## config.mk

```make
export PLATFORM = sky130hd
export DESIGN_NAME = ysyx_25060166_ifu_prefetch
export DESIGN_NICKNAME = d
export VERILOG_FILES = /design/src/rtl/ysyx_25060166_ifu_prefetch.sv
export SDC_FILE = /design/constraint.sdc
export NUM_CORES = 1
export LEC_CHECK = 0
export ABC_AREA = 1
export BUFFER_PORTS_ARGS = -buffer_cell sky130_fd_sc_hd__buf_2
export CORE_MARGIN = 3
export CORE_UTILIZATION = 44
export CTS_CLUSTER_DIAMETER = 50
export DETAILED_ROUTE_END_ITERATION = 7
export HOLD_SLACK_MARGIN = 0.08
export RECOVER_POWER = 100
export SLEW_MARGIN = 15
export SYNTH_ARGS = -nofsm -noshare
export SYNTH_HDL_FRONTEND = slang
export SYNTH_SLANG_ARGS = --single-unit
```

## constraint.sdc

```tcl
create_clock -name clk -period 2.3 [get_ports clk]
set_input_delay 0.23 -clock clk [delete_from_list [all_inputs] [get_ports clk]]
set_output_delay 0.23 -clock clk [all_outputs]
set_load 0.02 [all_outputs]
```

## src/rtl/ysyx_25060166_ifu_prefetch.sv

```systemverilog
// ---------------------------------------------------------------------------
// ysyx_25060166_ifu_prefetch
//
// Instruction fetch unit with a small prefetch queue. It owns the fetch PC and
// issues one instruction-memory request at a time over a valid/ready
// handshake. Each returned instruction is queued with its PC and handed to the
// IDU over a valid/ready interface. A redirect (jump/branch) flushes the queue
// and discards any response that is still in flight.
//
// Parameters:
//   XLEN     address / PC width
//   INST_W   instruction width
//   DEPTH    prefetch queue entries (power of two, >= 2)
//   RESET_PC fetch PC after reset
//
// Ports:
//   clk             rising-edge clock
//   rst             asynchronous active-low reset
//   mem_req_valid   fetch request valid
//   mem_req_ready   memory accepts the request
//   mem_req_addr    fetch address (word aligned)
//   mem_rsp_valid   response valid (always accepted, no ready)
//   mem_rsp_data    returned instruction
//   redirect_valid  jump/branch taken (one-cycle pulse)
//   redirect_pc     new fetch PC
//   inst_valid      queue head valid
//   inst_ready      IDU consumes the head
//   inst_data       head instruction
//   inst_pc         head PC
//
// Optional feature (macro YSYX_25060166_IFU_PERF_EN):
//   perf_fetch_cnt  responses pushed into the queue (saturating)
//   perf_drop_cnt   responses discarded after a redirect (saturating)
// ---------------------------------------------------------------------------
module ysyx_25060166_ifu_prefetch #(
  parameter int              XLEN     = 32,
  parameter int              INST_W   = 32,
  parameter int              DEPTH    = 4,
  parameter logic [XLEN-1:0] RESET_PC = 32'h8000_0000
) (
  input  logic              clk,
  input  logic              rst,
  output logic              mem_req_valid,
  input  logic              mem_req_ready,
  output logic [XLEN-1:0]   mem_req_addr,
  input  logic              mem_rsp_valid,
  input  logic [INST_W-1:0] mem_rsp_data,
  input  logic              redirect_valid,
  input  logic [XLEN-1:0]   redirect_pc,
  output logic              inst_valid,
  input  logic              inst_ready,
  output logic [INST_W-1:0] inst_data,
  output logic [XLEN-1:0]   inst_pc
`ifdef YSYX_25060166_IFU_PERF_EN
  ,
  output logic [31:0]       perf_fetch_cnt,
  output logic [31:0]       perf_drop_cnt
`endif
);

  localparam int PTR_W = $clog2(DEPTH);
  localparam logic [PTR_W:0] FULL_CNT = (PTR_W + 1)'(DEPTH);

  typedef enum logic [1:0] {ST_IDLE, ST_REQ, ST_WAIT, ST_DROP} state_t;

  state_t            state, state_next;
  logic [XLEN-1:0]   fetch_pc;
  logic [XLEN-1:0]   req_addr;
  logic              drop_pending;
  logic [PTR_W:0]    count;
  logic [PTR_W-1:0]  rd_ptr, wr_ptr;
  logic [INST_W-1:0] data_q [DEPTH];
  logic [XLEN-1:0]   pc_q   [DEPTH];

  logic handshake, push, pop, drop_rsp;
  logic unused_redirect_low;

  // The target's low two bits are forced to zero, so they are never needed.
  assign unused_redirect_low = ^redirect_pc[1:0];

  assign handshake = (state == ST_REQ) && mem_req_ready;
  // A response arriving together with a redirect belongs to the old path.
  assign push      = (state == ST_WAIT) && mem_rsp_valid && !redirect_valid;
  assign drop_rsp  = mem_rsp_valid &&
                     ((state == ST_DROP) || ((state == ST_WAIT) && redirect_valid));
  assign pop       = inst_valid && inst_ready && !redirect_valid;

  assign mem_req_valid = (state == ST_REQ);
  // Registered request address so it stays put while a redirect updates fetch_pc.
  assign mem_req_addr  = req_addr;
  assign inst_valid    = (count != '0);
  assign inst_data     = data_q[rd_ptr];
  assign inst_pc       = pc_q[rd_ptr];

  // A request is only started when the queue has room for its response, so a
  // push can never overflow even though responses have no backpressure.
  always_comb begin
    state_next = state;
    unique case (state)
      ST_IDLE: if (!redirect_valid && (count < FULL_CNT)) state_next = ST_REQ;
      ST_REQ:  if (mem_req_ready)
                 state_next = (drop_pending || redirect_valid) ? ST_DROP : ST_WAIT;
      ST_WAIT: if (mem_rsp_valid)       state_next = ST_IDLE;
               else if (redirect_valid) state_next = ST_DROP;
      ST_DROP: if (mem_rsp_valid)       state_next = ST_IDLE;
      default: state_next = ST_IDLE;
    endcase
  end

  // FSM state, fetch PC, request address and the drop-pending marker. A
  // redirect while a request waits for ready leaves that request untouched and
  // arranges for its response to be thrown away instead.
  always_ff @(posedge clk or negedge rst) begin
    if (!rst) begin
      state        <= ST_IDLE;
      fetch_pc     <= {RESET_PC[XLEN-1:2], 2'b00};
      req_addr     <= {RESET_PC[XLEN-1:2], 2'b00};
      drop_pending <= 1'b0;
    end else begin
      state <= state_next;
      if ((state == ST_IDLE) && (state_next == ST_REQ)) req_addr <= fetch_pc;
      if (redirect_valid)
        fetch_pc <= {redirect_pc[XLEN-1:2], 2'b00};
      else if (handshake && !drop_pending)
        fetch_pc <= fetch_pc + XLEN'(4);
      if ((state == ST_REQ) && redirect_valid && !mem_req_ready)
        drop_pending <= 1'b1;
      else if ((state == ST_DROP) && mem_rsp_valid)
        drop_pending <= 1'b0;
    end
  end

  // Prefetch queue. A redirect empties it and overrides any same-cycle push or
  // pop; pointers wrap naturally because DEPTH is a power of two.
  always_ff @(posedge clk or negedge rst) begin
    if (!rst) begin
      count  <= '0;
      rd_ptr <= '0;
      wr_ptr <= '0;
      for (int i = 0; i < DEPTH; i++) begin
        data_q[i] <= '0;
        pc_q[i]   <= '0;
      end
    end else if (redirect_valid) begin
      count  <= '0;
      rd_ptr <= '0;
      wr_ptr <= '0;
    end else begin
      if (push) begin
        data_q[wr_ptr] <= mem_rsp_data;
        pc_q[wr_ptr]   <= req_addr;
        wr_ptr         <= wr_ptr + PTR_W'(1);
      end
      if (pop) rd_ptr <= rd_ptr + PTR_W'(1);
      unique case ({push, pop})
        2'b10:   count <= count + (PTR_W + 1)'(1);
        2'b01:   count <= count - (PTR_W + 1)'(1);
        default: count <= count;
      endcase
    end
  end

`ifdef YSYX_25060166_IFU_PERF_EN
  // Saturating event counters, cleared by reset only.
  always_ff @(posedge clk or negedge rst) begin
    if (!rst) begin
      perf_fetch_cnt <= '0;
      perf_drop_cnt  <= '0;
    end else begin
      if (push && (perf_fetch_cnt != 32'hFFFF_FFFF))
        perf_fetch_cnt <= perf_fetch_cnt + 32'd1;
      if (drop_rsp && (perf_drop_cnt != 32'hFFFF_FFFF))
        perf_drop_cnt <= perf_drop_cnt + 32'd1;
    end
  end
`endif

endmodule

```

# Word level (Yosys, flattened, before mapping)
# Cells that the tools add are included.
# totals
inputBits	70
word_cells	84
output_inout_bits	98
reg_bits	330
# classes
n_bitwise	3
eq_ne	6
reduce_logical	24
magnitude_cmp	4
n_addsub	5
muxes	27
# ops
operator	count
bitwise mux 128 bit	2
two-way mux 32 bit	7
binary-select mux 32 bit (select 2 bit)	2
demux 32 bit (select 2 bit)	1
adder 32 x 3 -> 32 bit (second input constant)	1
two-way mux 2 bit	9
logical AND 1 bit	12
case mux 2 bit (4 select lines)	1
nonzero test 2 bit	4
== test 2 x 1 -> 1 bit (second input constant)	3
== test 2 bit (second input constant)	3
>= comparator 3 bit (second input constant)	2
inverter 2 -> 3 bit	2
case mux 3 bit (2 select lines)	1
nonzero test 3 bit	2
adder 2 x 1 -> 2 bit (second input constant)	2
adder 3 x 1 -> 3 bit (second input constant)	1
zero test 1 bit	3
< comparator 3 x 1 -> 1 bit (second input constant)	1
< comparator 3 bit (second input constant)	1
two-way mux 1 bit	3
two-way mux 3 bit	1
subtractor 3 x 1 -> 3 bit (second input constant)	1
zero test 2 bit	1
3 further kinds	3

# Depth between registers and ports, before layout
# depth
depth_word	6
mapped_depth	10
mapped_depth_nobuf	10

# Least setup slack after synthesis
# No wires, ideal clock.
# synth_path
path_type	reg2reg
start	register count[1]
end	register count[2]
path_slack_ns	0.560
stages_incl_launch_ff	9
n_path_buf	0
t_arrival_ns	1.619
setup_ns	0.121
required_ns	2.179
period_less_slack_ns	1.740
path_cell_list	dfrtp_1 nor2_1 nand2_1 nand2_1 nor2_2 fa_1 xor2_1 xnor2_1 o21ai_1
# synth_between
elab_chain_cells	6
word_cells_on_any_way	10
cone_classes	2 x add/sub; 2 x eq/ne; 2 x mux; 4 x reduce/logical
# synth_rtl
item	line	source
from (decl)	70	logic [PTR_W:0] count;
from (signal assigned)	156	2'b10: count <= count + (PTR_W + 1)'(1);
from (signal assigned)	157	2'b01: count <= count - (PTR_W + 1)'(1);
from (signal assigned)	158	default: count <= count;
nonzero test 3 bit (*)	91	assign inst_valid = (count != '0);
named net inst_valid	50	output logic inst_valid,
logical AND 1 bit (*) (2 in series)	86	assign pop = inst_valid && inst_ready && !redirect_valid;
== test 2 x 1 -> 1 bit / == test 2 bit (equally long branches)	155	unique case ({push, pop})
case mux 3 bit (2 select lines)	155	
two-way mux 3 bit	144	end else if (redirect_valid) begin
# Mark *: on every way through the listed nets, which the timed path passes. The rest lies on a longest branch.
# A chain may end at the register's enable or synchronous reset.

# Worst setup path after layout
# layout_path
start	register rd_ptr[0]
end	output inst_pc[22]
# layout_between
elab_chain_cells	4
# layout_rtl
item	line	source
from (decl)	71	logic [PTR_W-1:0] rd_ptr, wr_ptr;
from (signal assigned)	154	if (pop) rd_ptr <= rd_ptr + PTR_W'(1);
inverter 2 -> 3 bit (implied by the code)	93	assign inst_pc = pc_q[rd_ptr];
binary-select mux 32 bit (select 2 bit)	93	
two-way mux 32 bit (implied by the code) (2 in series)	93	
to (decl)	53	output logic [XLEN-1:0] inst_pc
# Every way passes these cells. The select of a mux whose other input is x is not followed.

==> impl_metrics.env <==
export IMPL_status="finished, violations left"
export IMPL_violations="max-capacitance violations, max-slew violations"
export IMPL_die_x_um=188
export IMPL_utilization=0.543
export IMPL_critical_path_class="register to primary output"
export IMPL_coreArea_um2=32600
export IMPL_drive_above_1_share=0.146
export IMPL_crit_fanout=41
export IMPL_dp_cells=2268
export IMPL_synth_top_family_by_area="compound AO/OA/AOI/OAI gates"
export IMPL_leakagePower_uw=0.00861
export IMPL_dieArea_um2=35400
export IMPL_grt_usage=0.221
export IMPL_portBuffers=161
export IMPL_clockBufferDepth=3
export IMPL_synth_distinct_cells=37
export IMPL_power_internal_uw=13000
export IMPL_ys_ff_latch=318
export IMPL_gp_congestion=0.948
export IMPL_clock_sinks=318
export IMPL_placement_rows=66
export IMPL_fmax_mhz=446
export IMPL_timing_final_crit_period_ns=2.24
export IMPL_pwr_share_seq=0.372
export IMPL_yosys_warnings=0
export IMPL_synth_avg_cell_area_um2=8.38
export IMPL_synth_top_area_share=0.541
export IMPL_slew_headroom=-0.235
export IMPL_netlist_top_cell_by_area="dfrtp_1"
export IMPL_period_share=0.974
export IMPL_synth_fa_ha_area_frac=0.00565
export IMPL_fin_cells=2411
export IMPL_synthMuxAreaShare=0
export IMPL_cp_required_ns=2.07
export IMPL_setup_violations=0
export IMPL_layout_nets=2015
export IMPL_drt_vias_per_instance=5.16
export IMPL_cp_arrival_ns=2.01
export IMPL_grt_pass1_wl_um=64300
export IMPL_ys_seq_area_frac=0.545
export IMPL_slew_violations=70
export IMPL_cts_made_buffers=39
export IMPL_die_h_um=188
export IMPL_whs_ns=0.0729
export IMPL_synth_compound_area_share=0.186
export IMPL_wl_um=38800
export IMPL_post_drt_wl_per_cell_um=16.1
export IMPL_hold_depth=4
export IMPL_grt_setup_unrepaired="yes"
export IMPL_n_antenna_cell=0
export IMPL_clk_insertion_delay_late_ns=0.53
export IMPL_finalHoldViolations=0
export IMPL_synthXorXnorAreaFrac=0.00419
export IMPL_hold_class="primary input to register"
export IMPL_swShare=0.383
export IMPL_ctsHtreeMaxLevel=2
export IMPL_clockRootBuffer="clkbuf_16"
export IMPL_grt_max_degree=125
export IMPL_syn2layout_area_growth_pct=21.3
export IMPL_cap_violations=1
export IMPL_synth_area_um2=14600
export IMPL_overflow=0
export IMPL_clkTransAtPathRegs_ns=0.05
export IMPL_skew_ns=0.0195
export IMPL_start_kind="register"
export IMPL_vias=12500
export IMPL_pin_count=168
export IMPL_finalPower_uw=21000
export IMPL_drtIter0Drc=882
export IMPL_p_comb_frac=0.347
export IMPL_yosys_area_share_simple=0.183
export IMPL_antenna_found_initial=0
export IMPL_power_density_nw_per_um2=1190
export IMPL_reg2reg_from="state[1]$_DFF_PN0_"
export IMPL_power_share_clock=0.281
export IMPL_hold_path_startpoint="redirect_valid"
export IMPL_hpwl_um=23700
export IMPL_p_switching_uw=8060
export IMPL_peakVddDrop_mv=0.528
export IMPL_postSynthCellCount=1744
export IMPL_cp_end_kind="primary output"
export IMPL_yosys_top_cells_area="dfrtp_1 (54%), nand2_1 (11%), o21ai_1 (8.0%)"
export IMPL_grt_pass1_vias=12300
export IMPL_initial_core_util=0.448
export IMPL_critical_path_startpoint="rd_ptr[0]$_DFFE_PN0P_"
export IMPL_tightest_slew_ns=1.85
export IMPL_drc=0
export IMPL_ant_nets=0
export IMPL_drtPass1Iterations=5
export IMPL_cts_tree="built"
export IMPL_ff2ff_path_depth=7
through the flow:
stage	worst slack (ns)	instance area (um^2)	TNS, ns
after floorplan	0.560	14600	0
after global placement	0.420	15700	0
after detailed placement	0.433	15700	0
after CTS	0.0207	17700	0
after global routing	-0.00209	17700	-0.00209
final	0.0594	17700	0
power groups by stage:
stage | Sequential, uW | Combinational (uW) | Clock (uW)
floorplan | 7870 | 4510 | 0
global placement | 7890 | 6990 | 0
detailed placement | 7910 | 7080 | 0
CTS | 7810 | 7330 | 6070
global route | 7990 | 8150 | 6310
finish | 7820 | 7300 | 5920
area by class of cell:
class | instances | area, um^2
Clock buffer | 60 | 1120
Clock inverter | 11 | 130
Fill cell | 3080 | 14900
Inverter | 117 | 447
Multi-Input combinational cell | 1201 | 5550
Sequential cell | 318 | 7970
Tap cell | 442 | 553
Timing Repair Buffer | 262 | 1970
per-layer routing:
layer  GRT usage  routed length (um)  part of all wire
met4      0.0571                 657             0.017
met3      0.0294                2100             0.054
met5           0                   0                 0
met1       0.317               18400              0.47
met2       0.356               17700              0.46
cells by family after synthesis:
family                   Yosys count
adder cells (fa/ha/maj)            6
flip-flops                       318
other                              1
AO/OA/AOI/OAI                    515
XOR/XNOR                           7
AND/OR/NAND/NOR                  669
buffers and inverters            228
worst max-delay path, cell delays in order (launching register included):
cell	delay, ns
dfrtp_4	0.55
inv_6	0.15
buf_16	0.22
o21ai_0	0.11
o22ai_1	0.24
buf_2	0.23
cells in the mapped netlist:
| library cell | instances |
|---|---|
| nand2_1 | 432 |
| dfrtp_1 | 316 |
| o21ai_1 | 235 |
| o21ai_0 | 180 |
| nor2_1 | 178 |
| inv_1 | 111 |
| o22ai_1 | 64 |
| clkbuf_1 | 56 |
| nand3_1 | 38 |
| buf_6 | 29 |
| a21oi_1 | 14 |
| buf_2 | 14 |
| o21ai_2 | 9 |
| buf_4 | 7 |
| o211ai_1 | 7 |
| buf_1 | 5 |
| ha_1 | 5 |
| nand2_4 | 5 |
| nor2_2 | 5 |
| xor2_1 | 5 |
| inv_2 | 4 |
| nand4_1 | 3 |
| nor2_4 | 3 |
| a21o_1 | 2 |
| clkinv_1 | 2 |
| dfstp_2 | 2 |
| nand2_2 | 2 |
| xnor2_1 | 2 |
| a31oi_1 | 1 |
| conb_1 | 1 |
| fa_1 | 1 |
| nand3_2 | 1 |
| nor2_8 | 1 |
| nor3b_1 | 1 |
| o21bai_1 | 1 |
| o311ai_0 | 1 |
| o31ai_1 | 1 |
cells in the final DEF (no fill, tap or decap), types with 5 or more instances in the layout:
cell type,instances
xor2_1,5
dfrtp_1,314
nand2_4,5
o21ai_1,234
o211ai_1,7
ha_1,5
a21oi_1,14
o21ai_0,181
o22ai_1,63
buf_12,11
nand3_1,38
clkbuf_16,41
buf_2,160
inv_1,111
clkbuf_1,16
buf_4,17
dlygate4sd3_1,66
nand2_1,432
o21ai_2,9
nor2_1,179
nor2_2,5
flip-flops by register name (all words and copies together) (netlist names):
name / count
wr_ptr: 2
fetch_pc: 30
state: 2
rd_ptr: 2
pc_q: 120
drop_pending: 1
count: 3
data_q: 128
mem_req_addr: 30
final timing paths:
kind                                         end  slack, ns
hold / removal              count[1]$_DFFE_PN0P_       0.07
setup / recovery                     inst_pc[22]       0.06
setup reg to reg            count[2]$_DFFE_PN0P_       0.36
max in group asynchronous  pc_q[102]$_DFFE_PN0P_       0.35
min in group asynchronous   pc_q[29]$_DFFE_PN0P_       0.77
hold reg to reg             pc_q[34]$_DFFE_PN0P_       0.48
repair_timing:
item / CTS / global route
hold buffers: 66 / 0
setup buffers: 4 / 0
cloned: 1 / 1
gates resized for setup: 3 / 6
endpoints found under the hold margin: 225 / 0
pin swaps: 1 / 2
endpoints found under the setup margin: 22 / 29
Power figures use the tool's default switching activity.
